===== src/rtl/mem_responder_if.sv =====
// Request/response bus between the multi-cycle controller and the unified memory responder.
interface mem_responder_if;
  logic        req;
  logic        we;
  logic [31:0] a;
  logic [31:0] wd;
  logic [31:0] rd;
  logic        ready;
  logic        busy;
  logic        err;

  modport master (
    output req, we, a, wd,
    input  rd, ready, busy, err
  );

  modport slave (
    input  req, we, a, wd,
    output rd, ready, busy, err
  );
endinterface


===== src/rtl/mem_responder.sv =====
// Unified instruction/data word store with a fixed-latency IDLE/WAIT/RESP handshake
// and fault reporting for misaligned or out-of-range byte addresses.
module mem_responder #(
  parameter int unsigned DEPTH_WORDS = 64,
  parameter int unsigned LATENCY     = 2
) (
  input  logic            clk,
  input  logic            reset,
  mem_responder_if.slave  bus
);

  localparam int unsigned IDX_W    = $clog2(DEPTH_WORDS);
  localparam int unsigned CNT_W    = 4;
  localparam int unsigned WORD_W   = 32;
  localparam logic [CNT_W-1:0] LAT_C = CNT_W'(LATENCY);
  localparam bit          ZERO_LAT = (LATENCY == 0);

  if (DEPTH_WORDS < 4 || DEPTH_WORDS > 1024 ||
      (DEPTH_WORDS & (DEPTH_WORDS - 1)) != 0) begin : g_bad_depth
    $error("mem_responder: DEPTH_WORDS must be a power of two in 4..1024");
  end
  if (LATENCY > 15) begin : g_bad_latency
    $error("mem_responder: LATENCY must be in 0..15");
  end

  typedef enum logic [1:0] {
    IDLE = 2'd0,
    WAIT = 2'd1,
    RESP = 2'd2
  } state_e;

  state_e              state_q;
  logic [CNT_W-1:0]    cnt_q;
  logic                we_q;
  logic [WORD_W-1:0]   a_q;
  logic [WORD_W-1:0]   wd_q;
  logic [WORD_W-1:0]   rd_q;
  logic                ready_q;
  logic                busy_q;
  logic                err_q;
  logic [WORD_W-1:0]   mem_q [DEPTH_WORDS];

  logic                accept_c;
  logic                wait_done_c;
  logic                enter_resp_c;
  logic                acc_we_c;
  logic [WORD_W-1:0]   acc_a_c;
  logic [WORD_W-1:0]   acc_wd_c;
  logic [IDX_W-1:0]    acc_idx_c;
  logic                acc_fault_c;

  // Access resolved on the RESP-entry edge: live inputs for zero latency, latched otherwise
  always_comb begin
    accept_c    = (state_q == IDLE) && bus.req;
    wait_done_c = (state_q == WAIT) && (cnt_q == CNT_W'(1));
    acc_we_c    = we_q;
    acc_a_c     = a_q;
    acc_wd_c    = wd_q;
    if (state_q == IDLE) begin
      acc_we_c = bus.we;
      acc_a_c  = bus.a;
      acc_wd_c = bus.wd;
    end
    acc_idx_c    = acc_a_c[IDX_W+1:2];
    acc_fault_c  = (acc_a_c[1:0] != 2'b00) ||
                   (acc_a_c[31:2] >= 30'(DEPTH_WORDS));
    enter_resp_c = reset && ((accept_c && ZERO_LAT) || wait_done_c);
  end

  // Handshake FSM with registered response outputs
  always_ff @(posedge clk or negedge reset) begin
    if (!reset) begin
      state_q <= IDLE;
      cnt_q   <= '0;
      we_q    <= 1'b0;
      a_q     <= '0;
      wd_q    <= '0;
      rd_q    <= '0;
      ready_q <= 1'b0;
      busy_q  <= 1'b0;
      err_q   <= 1'b0;
    end else begin
      ready_q <= 1'b0;
      case (state_q)
        IDLE: begin
          if (bus.req) begin
            we_q    <= bus.we;
            a_q     <= bus.a;
            wd_q    <= bus.wd;
            cnt_q   <= LAT_C;
            busy_q  <= 1'b1;
            state_q <= ZERO_LAT ? RESP : WAIT;
          end
        end
        WAIT: begin
          cnt_q <= cnt_q - CNT_W'(1);
          if (wait_done_c) begin
            state_q <= RESP;
          end
        end
        RESP: begin
          busy_q  <= 1'b0;
          state_q <= IDLE;
        end
        default: begin
          busy_q  <= 1'b0;
          state_q <= IDLE;
        end
      endcase

      // rd/err change only here, so they hold until the next response
      if (enter_resp_c) begin
        ready_q <= 1'b1;
        err_q   <= acc_fault_c;
        rd_q    <= (!acc_we_c && !acc_fault_c) ? mem_q[acc_idx_c] : '0;
      end
    end
  end

  // Store is never reset; faulting writes are dropped
  always_ff @(posedge clk) begin
    if (enter_resp_c && acc_we_c && !acc_fault_c) begin
      mem_q[acc_idx_c] <= acc_wd_c;
    end
  end

  assign bus.rd    = rd_q;
  assign bus.ready = ready_q;
  assign bus.busy  = busy_q;
  assign bus.err   = err_q;

endmodule


===== src/flat_wrapper.sv =====
// flat-port wrapper written by rule: the top's interface ports become plain ports
module mem_responder_flat 
#(
  parameter int unsigned DEPTH_WORDS = 64,
  parameter int unsigned LATENCY     = 2
)
  (clk, reset, bus_req, bus_we, bus_a, bus_wd, bus_rd, bus_ready, bus_busy, bus_err);
  mem_responder_if bus_i ();
  input  logic clk;
  input  logic reset;
  input wire logic [$bits(bus_i.req)-1:0] bus_req;
  input wire logic [$bits(bus_i.we)-1:0] bus_we;
  input wire logic [$bits(bus_i.a)-1:0] bus_a;
  input wire logic [$bits(bus_i.wd)-1:0] bus_wd;
  output wire logic [$bits(bus_i.rd)-1:0] bus_rd;
  output wire logic [$bits(bus_i.ready)-1:0] bus_ready;
  output wire logic [$bits(bus_i.busy)-1:0] bus_busy;
  output wire logic [$bits(bus_i.err)-1:0] bus_err;
  assign bus_i.req = bus_req;
  assign bus_i.we = bus_we;
  assign bus_i.a = bus_a;
  assign bus_i.wd = bus_wd;
  assign bus_rd = bus_i.rd;
  assign bus_ready = bus_i.ready;
  assign bus_busy = bus_i.busy;
  assign bus_err = bus_i.err;
  mem_responder #(.DEPTH_WORDS(DEPTH_WORDS), .LATENCY(LATENCY)) u_core (.clk(clk), .reset(reset), .bus(bus_i));
endmodule

===== config.mk =====
export PLATFORM = sky130hd
export DESIGN_NAME = mem_responder_flat
export DESIGN_NICKNAME = d
export VERILOG_FILES = /design/src/rtl/mem_responder_if.sv /design/src/rtl/mem_responder.sv /design/src/flat_wrapper.sv
export SDC_FILE = /design/constraint.sdc
export NUM_CORES = 2
export LEC_CHECK = 0
export BUFFER_PORTS_ARGS = -buffer_cell sky130_fd_sc_hd__buf_2
export CORE_AREA = 3 3 560 423
export DETAILED_ROUTE_END_ITERATION = 10
export DIE_AREA = 0 0 563 426
export GPL_ROUTABILITY_DRIVEN = 1
export SYNTH_ARGS = -nofsm -noshare
export SYNTH_HDL_FRONTEND = slang
export SYNTH_SLANG_ARGS = --single-unit

===== constraint.sdc =====
create_clock -name clk -period 8.1 [get_ports clk]
set_input_delay 0.405 -clock clk [delete_from_list [all_inputs] [get_ports clk]]
set_output_delay 0.405 -clock clk [all_outputs]
set_load 0.05 [all_outputs]

==> results.json <==
{
  "grt_pass1_wl_um": 389000,
  "p_leak_nw": 30.1,
  "maxCapViolations": 1,
  "critPathSlowestCell": "nor3_1",
  "antenna_found_initial": 31,
  "firstDrtPassIters": 7,
  "via_count": 52600,
  "grt_pass1_vias": 48100,
  "layout.area.seq_um2": 64200,
  "drive_above_1_share_pct": 11.5,
  "setup-violations-final": 0,
  "cp_common_cell": "a32o_1",
  "fin_area_um2": 92900,
  "start_kind": "register",
  "synth_edf_count": 2048,
  "grt_usage_pct": 23.0,
  "pin_count": 103,
  "powerDensity_nw_per_um2": 398,
  "min-delay-path-class": "in2async",
  "slew_headroom_pct": 0.221,
  "ctsResizeCount": 0,
  "failed_checks": "capacitance limit",
  "postCtsHoldBufs": 66,
  "routed_wl_um": 284000,
  "nFillCells": 21100,
  "yosysTopAreaCell": "edfxtp_1",
  "wl_per_cell_um": 32.1,
  "dieArea_um2": 240000,
  "critPathKind": "reg2reg",
  "crit_chain": "nor2_8, mux2i_4, buf_12, buf_4, nand2_1, a32o_1, nor3_1, o22ai_1, nor2_1, a32o_1",
  "cts_tree": "built",
  "netlist_instances": 5380,
  "clk_latency_ps": 860,
  "overflow": 0,
  "arrival_ps": 6460,
  "ys_top_cells_by_area": "edfxtp_1 (76%), nand2_1 (4.8%), o22ai_1 (4.0%), dfrtp_1 (3.3%), nand3_1 (1.5%)",
  "place.gp.congestion": 1.02,
  "hpwl_um": 165000,
  "clock-sinks": 2154,
  "status": "finished, violations left",
  "postCtsSetupRepairBufs": 0,
  "yosysWarnings": 0,
  "drt_iter0_markers": 9493,
  "viasPerCell": 5.95,
  "grt_max_degree": 106,
  "rsz0062_at_grt": "false",
  "ant_nets": 0,
  "fin_crit_ps": 5670,
  "die_w_um": 563,
  "skew_ps": 23.9,
  "clk_pin_slew_ps": 60,
  "coreArea_um2": 232000,
  "synth_top_area_share_pct": 76.0,
  "seq_area_frac_synth_pct": 79.3,
  "timing.final.crit_share_pct": 70.0,
  "cp.required_ps": 8890,
  "fmax_mhz": 176,
  "yosys_register_bits": 2154,
  "initial_utilization_pct": 34.9,
  "async_flop_share_pct": 4.92,
  "final_nets": 5623,
  "cp-end-kind": "register",
  "cts_root_buf": "clkbuf_16",
  "synth.most_common_cell": "edfxtp_1",
  "synth.avg_cell_area_um2": 15.0,
  "area_growth_pct": 14.9,
  "htreeDepth": 4,
  "ir_drop_v": 0.000546,
  "netlist_top_cells_count": "edfxtp_1 (2,048), nand2_1 (1,033), o22ai_1 (517)",
  "crit_fanout": 84,
  "finalPower_mw": 37.0,
  "syn_nets": 5450,
  "num_rows": 153,
  "synth_area_um2": 80900,
  "multi_input_area_um2": 16100,
  "hold_viol_final": 0,
  "port_buffers": 102,
  "synth_ff_type": "edfxtp_1",
  "max-clock-path-buffers": 3,
  "setup_tns_ps": 0,
  "worst_pin_slew_ps": 1490,
  "dieHeight_um": 426,
  "dpl_cell_area_um2": 85700,
  "drcViolationCount": 0,
  "slew_viol_final": 0,
  "slowest_delay_ps": 1150,
  "synth_cell_types": 67,
  "cts_buffers": 199
}
## power breakdown
part / internal (mW) / switching, mW
combinational: 2.44 / 10.2
clock: 5.31 / 4.19
sequential: 14.6 / 0.308
## kinds of logic (layout without fill, tap and decap cells)
logic type / after synthesis / count (layout) / share of synthesized area [%]
DFF: 2154 / 2154 / 79.3
and+or+nand+nor: 1818 / 1818 / 9.47
AOI/OAI and AO/OA: 981 / 981 / 8.02
buffers and inverters: 329 / 668 / 1.97
muxes: 96 / 96 / 1.22
adders and majority gates: 2 / 2 / 0.0309
other: 0 / 18 / 0
## critical path, delay by kind of cell, from the launching register on
| family | cells | cell delay [ps] |
|---|---|---|
| AOI/OAI and AO/OA | 3 | 770 |
| buffers and inverters | 2 | 1140 |
| DFF | 1 | 540 |
| muxes | 1 | 490 |
| and+or+nand+nor | 4 | 2540 |
## sequential cells by signal, indices dropped and copies added, names as in the netlist
register,cells
u_core.bus.err,1
u_core.bus.ready,1
u_core.bus.rd,32
u_core.a_q,32
u_core.state_q,2
u_core.bus.busy,1
u_core.cnt_q,4
u_core.mem_q,2048
u_core.wd_q,32
u_core.we_q,1
## worst paths after layout
check,startpoint,endpoint,slack [ps],depth (start not counted)
worst min register to register,u_core.wd_q[17]$_DFFE_PN0P_,u_core.wd_q[17]$_DFFE_PN0P_,480,2
worst min-delay path,reset,u_core.a_q[21]$_DFFE_PN0P_,70,2
worst max register to register,u_core.state_q[0]$_DFFE_PN0P_,u_core.bus.rd[27]$_DFFE_PN0P_,2430,10
max in group asynchronous,reset,u_core.bus.rd[11]$_DFFE_PN0P_,6500,3
min in group clk,bus_req,u_core.a_q[27]$_DFFE_PN0P_,260,4
worst max-delay path,u_core.state_q[0]$_DFFE_PN0P_,u_core.bus.rd[27]$_DFFE_PN0P_,2430,10
## per-layer routing
metal / global-route usage [%] / part of all wire, %
met1: 32.0 / 38
met4: 9.90 / 5.0
met2: 32.4 / 42
met5: 1.17 / 0.16
met3: 8.07 / 15
## metrics by stage
| step | setup WS [ps] | util, % | hold WS (ps) | std cells |
|---|---|---|---|---|
| final | 2430 | 40.1 | 68.3 | 8837 |
| after global routing | 2500 | 40.1 | 97.3 | 8820 |
| after CTS | 2800 | 40.1 | 40.8 | 8818 |
| after detailed placement | 2810 | 37.0 | 379 | 8385 |
| after global placement | 2710 | 37.0 | 374 | 8385 |
| after floorplan | 4310 | - | 109 | 5380 |
## final cells by class
type / instances / area share (%)
clock buffer: 255 / 5.71
multi-input combinational: 2897 / 17.3
inverter: 5 / 0.0202
antenna: 18 / 0.0485
clock inverter: 112 / 1.29
sequential: 2154 / 69.0
timing repair buffer: 296 / 2.45
tap: 3100 / 4.17
## layout by cell type, fill, tap and decap left out, types with 11 or more instances in the layout
cell / instances
nor4_1: 74
edfxtp_1: 2048
buf_2: 101
a32o_1: 61
a31oi_1: 141
nor2_4: 64
clkinv_1: 38
o22ai_1: 517
a21oi_1: 133
nor2_1: 233
nor3_1: 99
a32oi_1: 46
buf_12: 11
clkbuf_1: 48
buf_4: 117
nand2_1: 991
and3_1: 15
dfrtp_1: 106
nand2_4: 32
diode_2: 18
bufinv_16: 21
mux2i_1: 90
dlygate4sd3_1: 66
clkinv_2: 36
nand3_1: 247
clkbuf_16: 202
Power figures use the tool's default switching activity.
